`src/rtl/cla64_seq.sv`:
```
// ============================================================================
// Module   : cla64_seq (with helper cla16)
// Brief    : 64-bit adder that reuses one 16-bit CLA over four slices, LSB first.
//            Define CLA64_SEQ_OVF_EN to add the registered signed-overflow port ovf.
// Revision : 1.0
// ============================================================================
`default_nettype none

module cla16 (
  input  logic [15:0] a,
  input  logic [15:0] b,
  input  logic        cin,
  output logic [15:0] s,
  output logic        cout
);
  logic [15:0] w_g;
  logic [15:0] w_p;
  logic [3:0]  w_gg;
  logic [3:0]  w_gp;
  logic [4:0]  w_gc;
  logic [15:0] w_c;

  assign w_g = a & b;
  assign w_p = a ^ b;

  always_comb begin
    w_gg = '0;
    w_gp = '0;
    for (int k = 0; k < 4; k++) begin
      w_gg[k] = w_g[4*k+3]
              | (w_p[4*k+3] & w_g[4*k+2])
              | (w_p[4*k+3] & w_p[4*k+2] & w_g[4*k+1])
              | (w_p[4*k+3] & w_p[4*k+2] & w_p[4*k+1] & w_g[4*k]);
      w_gp[k] = &w_p[4*k +: 4];
    end
  end

  // Second-level lookahead across the four 4-bit groups
  assign w_gc[0] = cin;
  assign w_gc[1] = w_gg[0] | (w_gp[0] & cin);
  assign w_gc[2] = w_gg[1] | (w_gp[1] & w_gg[0]) | (w_gp[1] & w_gp[0] & cin);
  assign w_gc[3] = w_gg[2] | (w_gp[2] & w_gg[1]) | (w_gp[2] & w_gp[1] & w_gg[0])
                 | (w_gp[2] & w_gp[1] & w_gp[0] & cin);
  assign w_gc[4] = w_gg[3] | (w_gp[3] & w_gg[2]) | (w_gp[3] & w_gp[2] & w_gg[1])
                 | (w_gp[3] & w_gp[2] & w_gp[1] & w_gg[0])
                 | (w_gp[3] & w_gp[2] & w_gp[1] & w_gp[0] & cin);

  always_comb begin
    w_c = '0;
    for (int k = 0; k < 4; k++) begin
      w_c[4*k] = w_gc[k];
      for (int j = 1; j < 4; j++) begin
        w_c[4*k+j] = w_g[4*k+j-1] | (w_p[4*k+j-1] & w_c[4*k+j-1]);
      end
    end
  end

  assign s    = w_p ^ w_c;
  assign cout = w_gc[4];
endmodule

module cla64_seq (
  input  logic        clk,
  input  logic        rst,
  input  logic        start,
  input  logic [63:0] A,
  input  logic [63:0] B,
  input  logic        Cin,
  output logic        busy,
  output logic        done,
  output logic [63:0] sum,
  output logic        Cout
`ifdef CLA64_SEQ_OVF_EN
  ,
  output logic        ovf
`endif
);
  localparam logic [1:0] IDLE = 2'd0;
  localparam logic [1:0] RUN  = 2'd1;
  localparam logic [1:0] DONE = 2'd2;

  logic [1:0]  r_state;
  logic [1:0]  r_idx;
  logic [63:0] r_a;
  logic [63:0] r_b;
  logic        r_carry;
  logic [63:0] r_partial;
  logic [63:0] r_sum;
  logic        r_cout;
  logic [15:0] w_slice_a;
  logic [15:0] w_slice_b;
  logic [15:0] w_slice_s;
  logic        w_slice_co;
  logic [63:0] w_next_partial;

  assign w_slice_a = r_a[{r_idx, 4'b0000} +: 16];
  assign w_slice_b = r_b[{r_idx, 4'b0000} +: 16];

  cla16 u_cla16 (
    .a    (w_slice_a),
    .b    (w_slice_b),
    .cin  (r_carry),
    .s    (w_slice_s),
    .cout (w_slice_co)
  );

  // At idx=3 this is the complete 64-bit result, so sum loads from it directly
  always_comb begin
    w_next_partial = r_partial;
    w_next_partial[{r_idx, 4'b0000} +: 16] = w_slice_s;
  end

  always_ff @(posedge clk or posedge rst) begin
    if (rst) begin
      r_state   <= IDLE;
      r_idx     <= 2'd0;
      r_a       <= '0;
      r_b       <= '0;
      r_carry   <= 1'b0;
      r_partial <= '0;
      r_sum     <= '0;
      r_cout    <= 1'b0;
    end else begin
      case (r_state)
        IDLE, DONE: begin
          if (start) begin
            r_a       <= A;
            r_b       <= B;
            r_carry   <= Cin;
            r_idx     <= 2'd0;
            r_partial <= '0;
            r_state   <= RUN;
          end else begin
            r_state   <= IDLE;
          end
        end
        RUN: begin
          r_partial <= w_next_partial;
          r_carry   <= w_slice_co;
          r_idx     <= r_idx + 2'd1;
          if (r_idx == 2'd3) begin
            r_sum   <= w_next_partial;
            r_cout  <= w_slice_co;
            r_state <= DONE;
          end
        end
        default: r_state <= IDLE;
      endcase
    end
  end

`ifdef CLA64_SEQ_OVF_EN
  logic r_ovf;

  always_ff @(posedge clk or posedge rst) begin
    if (rst) begin
      r_ovf <= 1'b0;
    end else if (r_state == RUN && r_idx == 2'd3) begin
      r_ovf <= (r_a[63] == r_b[63]) && (w_slice_s[15] != r_a[63]);
    end
  end

  assign ovf = r_ovf;
`endif

  assign busy = (r_state == RUN);
  assign done = (r_state == DONE);
  assign sum  = r_sum;
  assign Cout = r_cout;
endmodule

`default_nettype wire

```
`config.mk`:
```
export PLATFORM = sky130hd
export DESIGN_NAME = cla64_seq
export DESIGN_NICKNAME = d
export VERILOG_FILES = /design/src/rtl/cla64_seq.sv
export SDC_FILE = /design/constraint.sdc
export NUM_CORES = 1
export LEC_CHECK = 0
export CAP_MARGIN = 20
export CORE_UTILIZATION = 40
export DETAILED_ROUTE_END_ITERATION = 8
export PLACE_DENSITY = 0.72
export SYNTH_ARGS = -nofsm -noshare
export SYNTH_HDL_FRONTEND = slang
export SYNTH_SLANG_ARGS = --single-unit
```
`constraint.sdc`:
```
create_clock -name clk -period 9.77 [get_ports clk]
set_input_delay 2.4425 -clock clk [delete_from_list [all_inputs] [get_ports clk]]
set_output_delay 2.4425 -clock clk [all_outputs]
set_load 0.01 [all_outputs]
```
; Yosys cells after proc, flatten, opt, wreduce, memory -nomap -nowiden
; Index checks and enable logic that the tools add are counted.
[word_totals]
ff_bits = 262
latchBits = 0
mem_bits_rw = 0
mem_bits_ro = 0
in_bits = 132
output_inout_bits = 67
word_cells = 124
n_memories = 0
[op_classes]
add_sub_neg = 2
mul = 0
n_div = 0
n_lt_le_gt_ge = 0
n_eq_ne = 5
shifts = 4
mux = 10
n_bitwise = 85
n_reduce_logical = 10
[ops]
columns = operator, n
row1 = 64-bit case mux with 2 select lines, 1
row2 = 64-bit by 7-bit variable part select with 16-bit output, 2
row3 = 64-bit bitwise mux, 1
row4 = 64-bit 2-to-1 mux, 1
row5 = 16-bit by 8-bit variable shift with 64-bit output (first input constant), 1
row6 = 16-bit by 8-bit variable part select with 64-bit output, 1
row7 = 1-bit bitwise AND, 48
row8 = 1-bit bitwise OR, 34
row9 = 16-bit XOR, 2
row10 = 16-bit bitwise AND, 1
row11 = 4-bit AND reduction, 4
row12 = 6-bit negator with 8-bit output, 1
row13 = 2-bit case mux with 2 select lines, 2
row14 = 2-bit AND reduction, 3
row15 = 2-bit == test (second input constant), 2
row16 = 2-bit 2-to-1 mux, 2
row17 = 2-bit by 1-bit adder with 2-bit output (second input constant), 1
row18 = 2-bit by 1-bit == test with 1-bit output (second input constant), 1
row19 = 2-bit logical NOT, 1
row20 = 1-bit 2-to-1 mux, 2
row21 = 2-bit by 1-bit != test with 1-bit output (second input constant), 1
row22 = 2-bit != test (second input constant), 1
row23 = 1-bit case mux with 2 select lines, 1
row24 = 2-bit nonzero test, 1
row25 = 2-bit OR reduction, 1

; Depth between registers and ports, before layout
[logic_depth]
depth_word = 20
depth_mapped = 15
ltp_nobuf = 13

; Modules after synthesis
; From an unflattened synthesis, not the netlist that was laid out.
[hier_totals]
cells_unflattened = 873
hier_area_um2 = 11913.9
[by_module_without_submodules]
columns = module, instances, cells_per_inst, area_per_inst_um2, seq_area_each_um2
row1 = cla64_seq, 1, 800, 11223.3, 6556.3
row2 = cla16, 1, 73, 690.7, 0.0

; Least setup slack after synthesis
; Ideal clock, no wire load.
[synth_path]
path_kind = register -> register
startpoint = reg r_idx[0]
endpoint = reg r_sum[30] (netlist: sum[30])
setup_time_ps = 126
t_arrival_ps = 4167
t_required_ps = 9644
setup_slack_ps = 5477
stages_incl_launch_ff = 16
path_buffers = 3
period_less_slack_ps = 4293
cell_sequence = dfrtp_1 > buf_4 > buf_2 > mux4_2 > ha_1 > nand2_1 > o21ai_0 > a21oi_1 > o21ba_2 > fa_1 > fa_1 > inv_1 > fa_1 > buf_1 > a221oi_1 > nor2_1
[synth_via]
elab_chain_len = 19
word_cells_on_any_way = 77
classes_between = add/sub (1) / eq/ne (1) / shift (4) / mux (1) / bitwise (66) / reduce/logical (4)
[synth_rtl]
columns = item, line
row1 = "start, declared", 83  ; logic [1:0] r_idx;
row2 = "start signal, assigned", 140  ; r_idx <= r_idx + 2'd1;
row3 = "64-bit by 7-bit variable part select with 16-bit output, on equally long branches", "96, 97"
row4 = 16-bit XOR / 16-bit bitwise AND (equally long branches), "24, 23"
row5 = "1-bit bitwise AND, on equally long branches", "31, 32, 33"
row6 = "1-bit bitwise OR, or another cell as far along", 31  ; | (w_p[4*k+3] & w_g[4*k+2])
row7 = 1-bit bitwise OR / 1-bit bitwise AND (equally long branches), "32, 33"
row8 = 1-bit bitwise OR, 33  ; | (w_p[4*k+3] & w_p[4*k+2] & w_p[4*k+1] & w_g[4*k]);
row9 = 1-bit bitwise AND, 42  ; assign w_gc[3] = w_gg[2] | (w_gp[2] & w_gg[1]) | (w_gp[2] & w_gp[1] & w_gg[0])
row10 = 1-bit bitwise OR (2 in a row), 42
row11 = [... 2 more ...], n/a
row12 = 1-bit bitwise OR, 53  ; w_c[4*k+j] = w_g[4*k+j-1] | (w_p[4*k+j-1] & w_c[4*k+j-1]);
row13 = 1-bit bitwise AND, 53
row14 = 1-bit bitwise OR, 53
row15 = 1-bit bitwise AND, 53
row16 = 1-bit bitwise OR, 53
row17 = 16-bit XOR, 58  ; assign s = w_p ^ w_c;
row18 = 16-bit by 8-bit variable part select with 64-bit output, 110  ; w_next_partial[{r_idx, 4'b0000} +: 16] = w_slice_s;
row19 = 64-bit bitwise mux, 110
row20 = "end signal, assigned", 142  ; r_sum <= w_next_partial;
row21 = "end, declared", 88  ; logic [63:0] r_sum;
; Parallel ways exist; a longest one is shown, timed or not.
; A chain may end at the register's enable or synchronous reset.

; Worst setup path in the final report
[layout_path]
startpoint = reg r_idx[0]
endpoint = reg r_sum[39] (netlist: sum[39])
; Same word-level chain as after synthesis.

==> impl_metrics.ini <==
[status]
status = finished clean

[worst_setup_path]
r2r-end = sum[39]
cp.arrival_ps = 5550
cpPeakStageDelay_ps = 860
crit_buf_inv = 1
startpoint = r_idx[0]
cp_max_fo = 35
cp_common_cell = fa_1
r2r_setup_slack_ps = 4690
critPathLaunchType = register
reg2reg_depth = 12
critPathKind = reg -> reg
worstSetupEndpointType = register
reg2reg_from = r_idx[0]
critPathTopFamily = adder cells
crit_slowest_cell = xnor2_1
cp_cell_sequence = buf_4 > mux4_2 > ha_1 > a21oi_1 > o21ai_0 > a21oi_1 > fa_1 > fa_1 > fa_1 > xnor2_1 > a221oi_1 > nor2_1
required_ps = 10240

[floorplan]
die_width_um = 173
rows = 62
coreArea_um2 = 28800
die-area_um2 = 30100
start_util_pct = 40.8
pin_count = 199
fp.dieH_um = 173

[clock_network]
cts_sinks = 262
clock_latency_ps = 540
clockRootBuffer = clkbuf_16
clock_path_buffers = 3
post-cts-setup-buffers = 0
cts_tree = done
path_clk_slew_ps = 70
cts_max_level = 1
cts_buffers = 28
cts_hold_buf = 0
cts_resized = 0

[sta]
tns_ps = 0
fin_skew_ps = 11.3
period_minus_slack_ps = 5080
max_freq_mhz = 197
slew_viol_final = 0
hold_viol = 0
max_slew_margin_pct = 26.5
tightest_slew_ps = 1090
holdWs_ps = 476
rsz0062_at_grt = false
period_share_pct = 52.0
setup_violations = 0

[synth]
syn_inst = 947
synth-async-reset-ratio_pct = 100
synth_area_um2 = 11700
synth-main-ff-cell = dfrtp_1
avgSynthCellArea_um2 = 12.4
synth_edf_count = 0
synth.most_common_cell = dfrtp_1
ys_ff_latch = 262
synthTopCellsByCount = 262 x dfrtp_1, 128 x mux2_2, 98 x nor2_1
synth_top_area_share_pct = 55.8
synth_largest_area_cell = dfrtp_1
ys_warn_count = 0
yosysUniqueCellTypes = 41
synth_fp_nets = 1113
yosysSeqAreaShare_pct = 55.8
ys_top_cells_by_area = dfrtp_1 56%, mux2_2 12%, mux4_2 6.1%

[placement]
hpwl_um = 21200
port_buffers = 198
gp_congestion = 0.852

[global_routing]
grt_pass1_wl_um = 47000
overflow = 0
grt_max_degree = 121
antenna_found_initial = 0
track_usage_pct = 20.0
first_global_vias = 8285

[drt]
vias_per_cell = 5.25
avgRoutedWirePerCell_um = 19.3
antenna_left = 0
routed_wl_um = 29600
firstDrtPassIters = 6
vias = 8058
drc = 0
drt-initial-drc-count = 570

[worst_hold_path]
hold_path_class = reg -> reg
holdPathEnd = sum[21]
hold_path_depth = 2
hold_path_startpoint = sum[21]

[finish]
syn_to_final_growth_pct = 27.5
drive_gt1_share_pct = 19.8
nNetsFinal = 1295

[pwr]
cellPowerDensity_nw_per_um2 = 423
fin_total_pwr_mw = 6.34
ir_drop_uv = 481
leakage_nw = 6.29

[job]
cap_violations = 0
per-layer routing:
layer	vias to the layer above	GRT usage [%]	routed length, um
li1	3731	-	-
met1	4003	26.3	12300
met2	280	33.2	14500
met3	44	4.74	2120
met4	0	5.05	705
met5	-	0	0
worst max-delay path by stage:
stage,to,cells after the start
finish,sum[39],12
global route,sum[31],14
CTS,sum[31],14
detailed placement,sum[31],14
global placement,r_b[4],4
floorplan,Cout,1
per-stage QoR:
stage | instances | area (um^2) | utilization (%) | setup slack (ps)
2_1_floorplan | 947 | 11700 | - | 116
6_report | 1536 | 15000 | 52.0 | 4690
3_3_place_gp | 1483 | 14000 | 48.7 | 4770
5_1_grt | 1535 | 15000 | 52.0 | 4420
3_5_place_dp | 1483 | 14000 | 48.7 | 4740
4_1_cts | 1535 | 15000 | 52.0 | 4720
power breakdown:
group	switching [mW]	internal, mW	total (mW)
Clock	0.425	0.674	1.10
Combinational	1.97	1.35	3.31
Sequential	0.330	1.60	1.93
Total	2.72	3.61	6.34
cells in the final DEF, fill, tap and decap left out, drive strengths merged, types with 2 or more instances in the layout:
master,netlist,layout
a221oi,24,24
dfrtp,262,262
fa,12,12
o21ai,85,85
mux2,128,128
bufinv,0,3
ha,22,22
clkinv,1,7
buf,32,6
xnor2,3,3
nor2b,2,2
a22o,25,25
o211ai,2,2
clkbuf,20,43
a21oi,54,54
nand2,91,91
nand4bb,3,3
inv,32,32
nor4,2,2
nand4,2,2
nor3,2,2
nor2,98,98
clkdlybuf4s50,0,198
a2111oi,2,2
mux4,32,32
kinds of logic (layout without fill, tap and decap cells):
| group | Yosys count | count (layout) | synth area share, % |
|---|---|---|---|
| flip-flops | 262 | 262 | 55.8 |
| AND/OR/NAND/NOR | 205 | 205 | 7.46 |
| AO/OA/AOI/OAI | 197 | 197 | 10.3 |
| multiplexers | 160 | 160 | 18.4 |
| buffers and inverters | 85 | 289 | 3.30 |
| adder cells (fa/ha/maj) | 34 | 34 | 4.39 |
| XOR/XNOR | 4 | 4 | 0.298 |
| other | 0 | 1 | 0 |
state kept, by name, indices dropped and copies added (netlist names):
signal / flops
r_b: 64
r_carry: 1
r_idx: 2
r_state: 2
sum: 64
r_a: 64
r_partial: 64
Cout: 1
worst reg2reg max path: stages, from the launching register on:
cell and delay, ps:
dfrtp_2 480, buf_4 600, mux4_2 660, ha_1 300, a21oi_1 90, o21ai_0 170
a21oi_1 110, fa_1 470, fa_1 460, fa_1 440, xnor2_1 860, a221oi_1 210
nor2_1 150
final cells by class:
| class | instances | area [um^2] |
|---|---|---|
| antenna | 1 | 2.50 |
| clock buffer | 43 | 848 |
| sequential | 262 | 6560 |
| tap | 384 | 480 |
| fill | 2467 | 13800 |
| clock inverter | 9 | 120 |
| timing repair buffer | 204 | 2030 |
| inverter | 33 | 131 |
| multi-input combinational | 600 | 4810 |
Power figures use the tool's default switching activity.
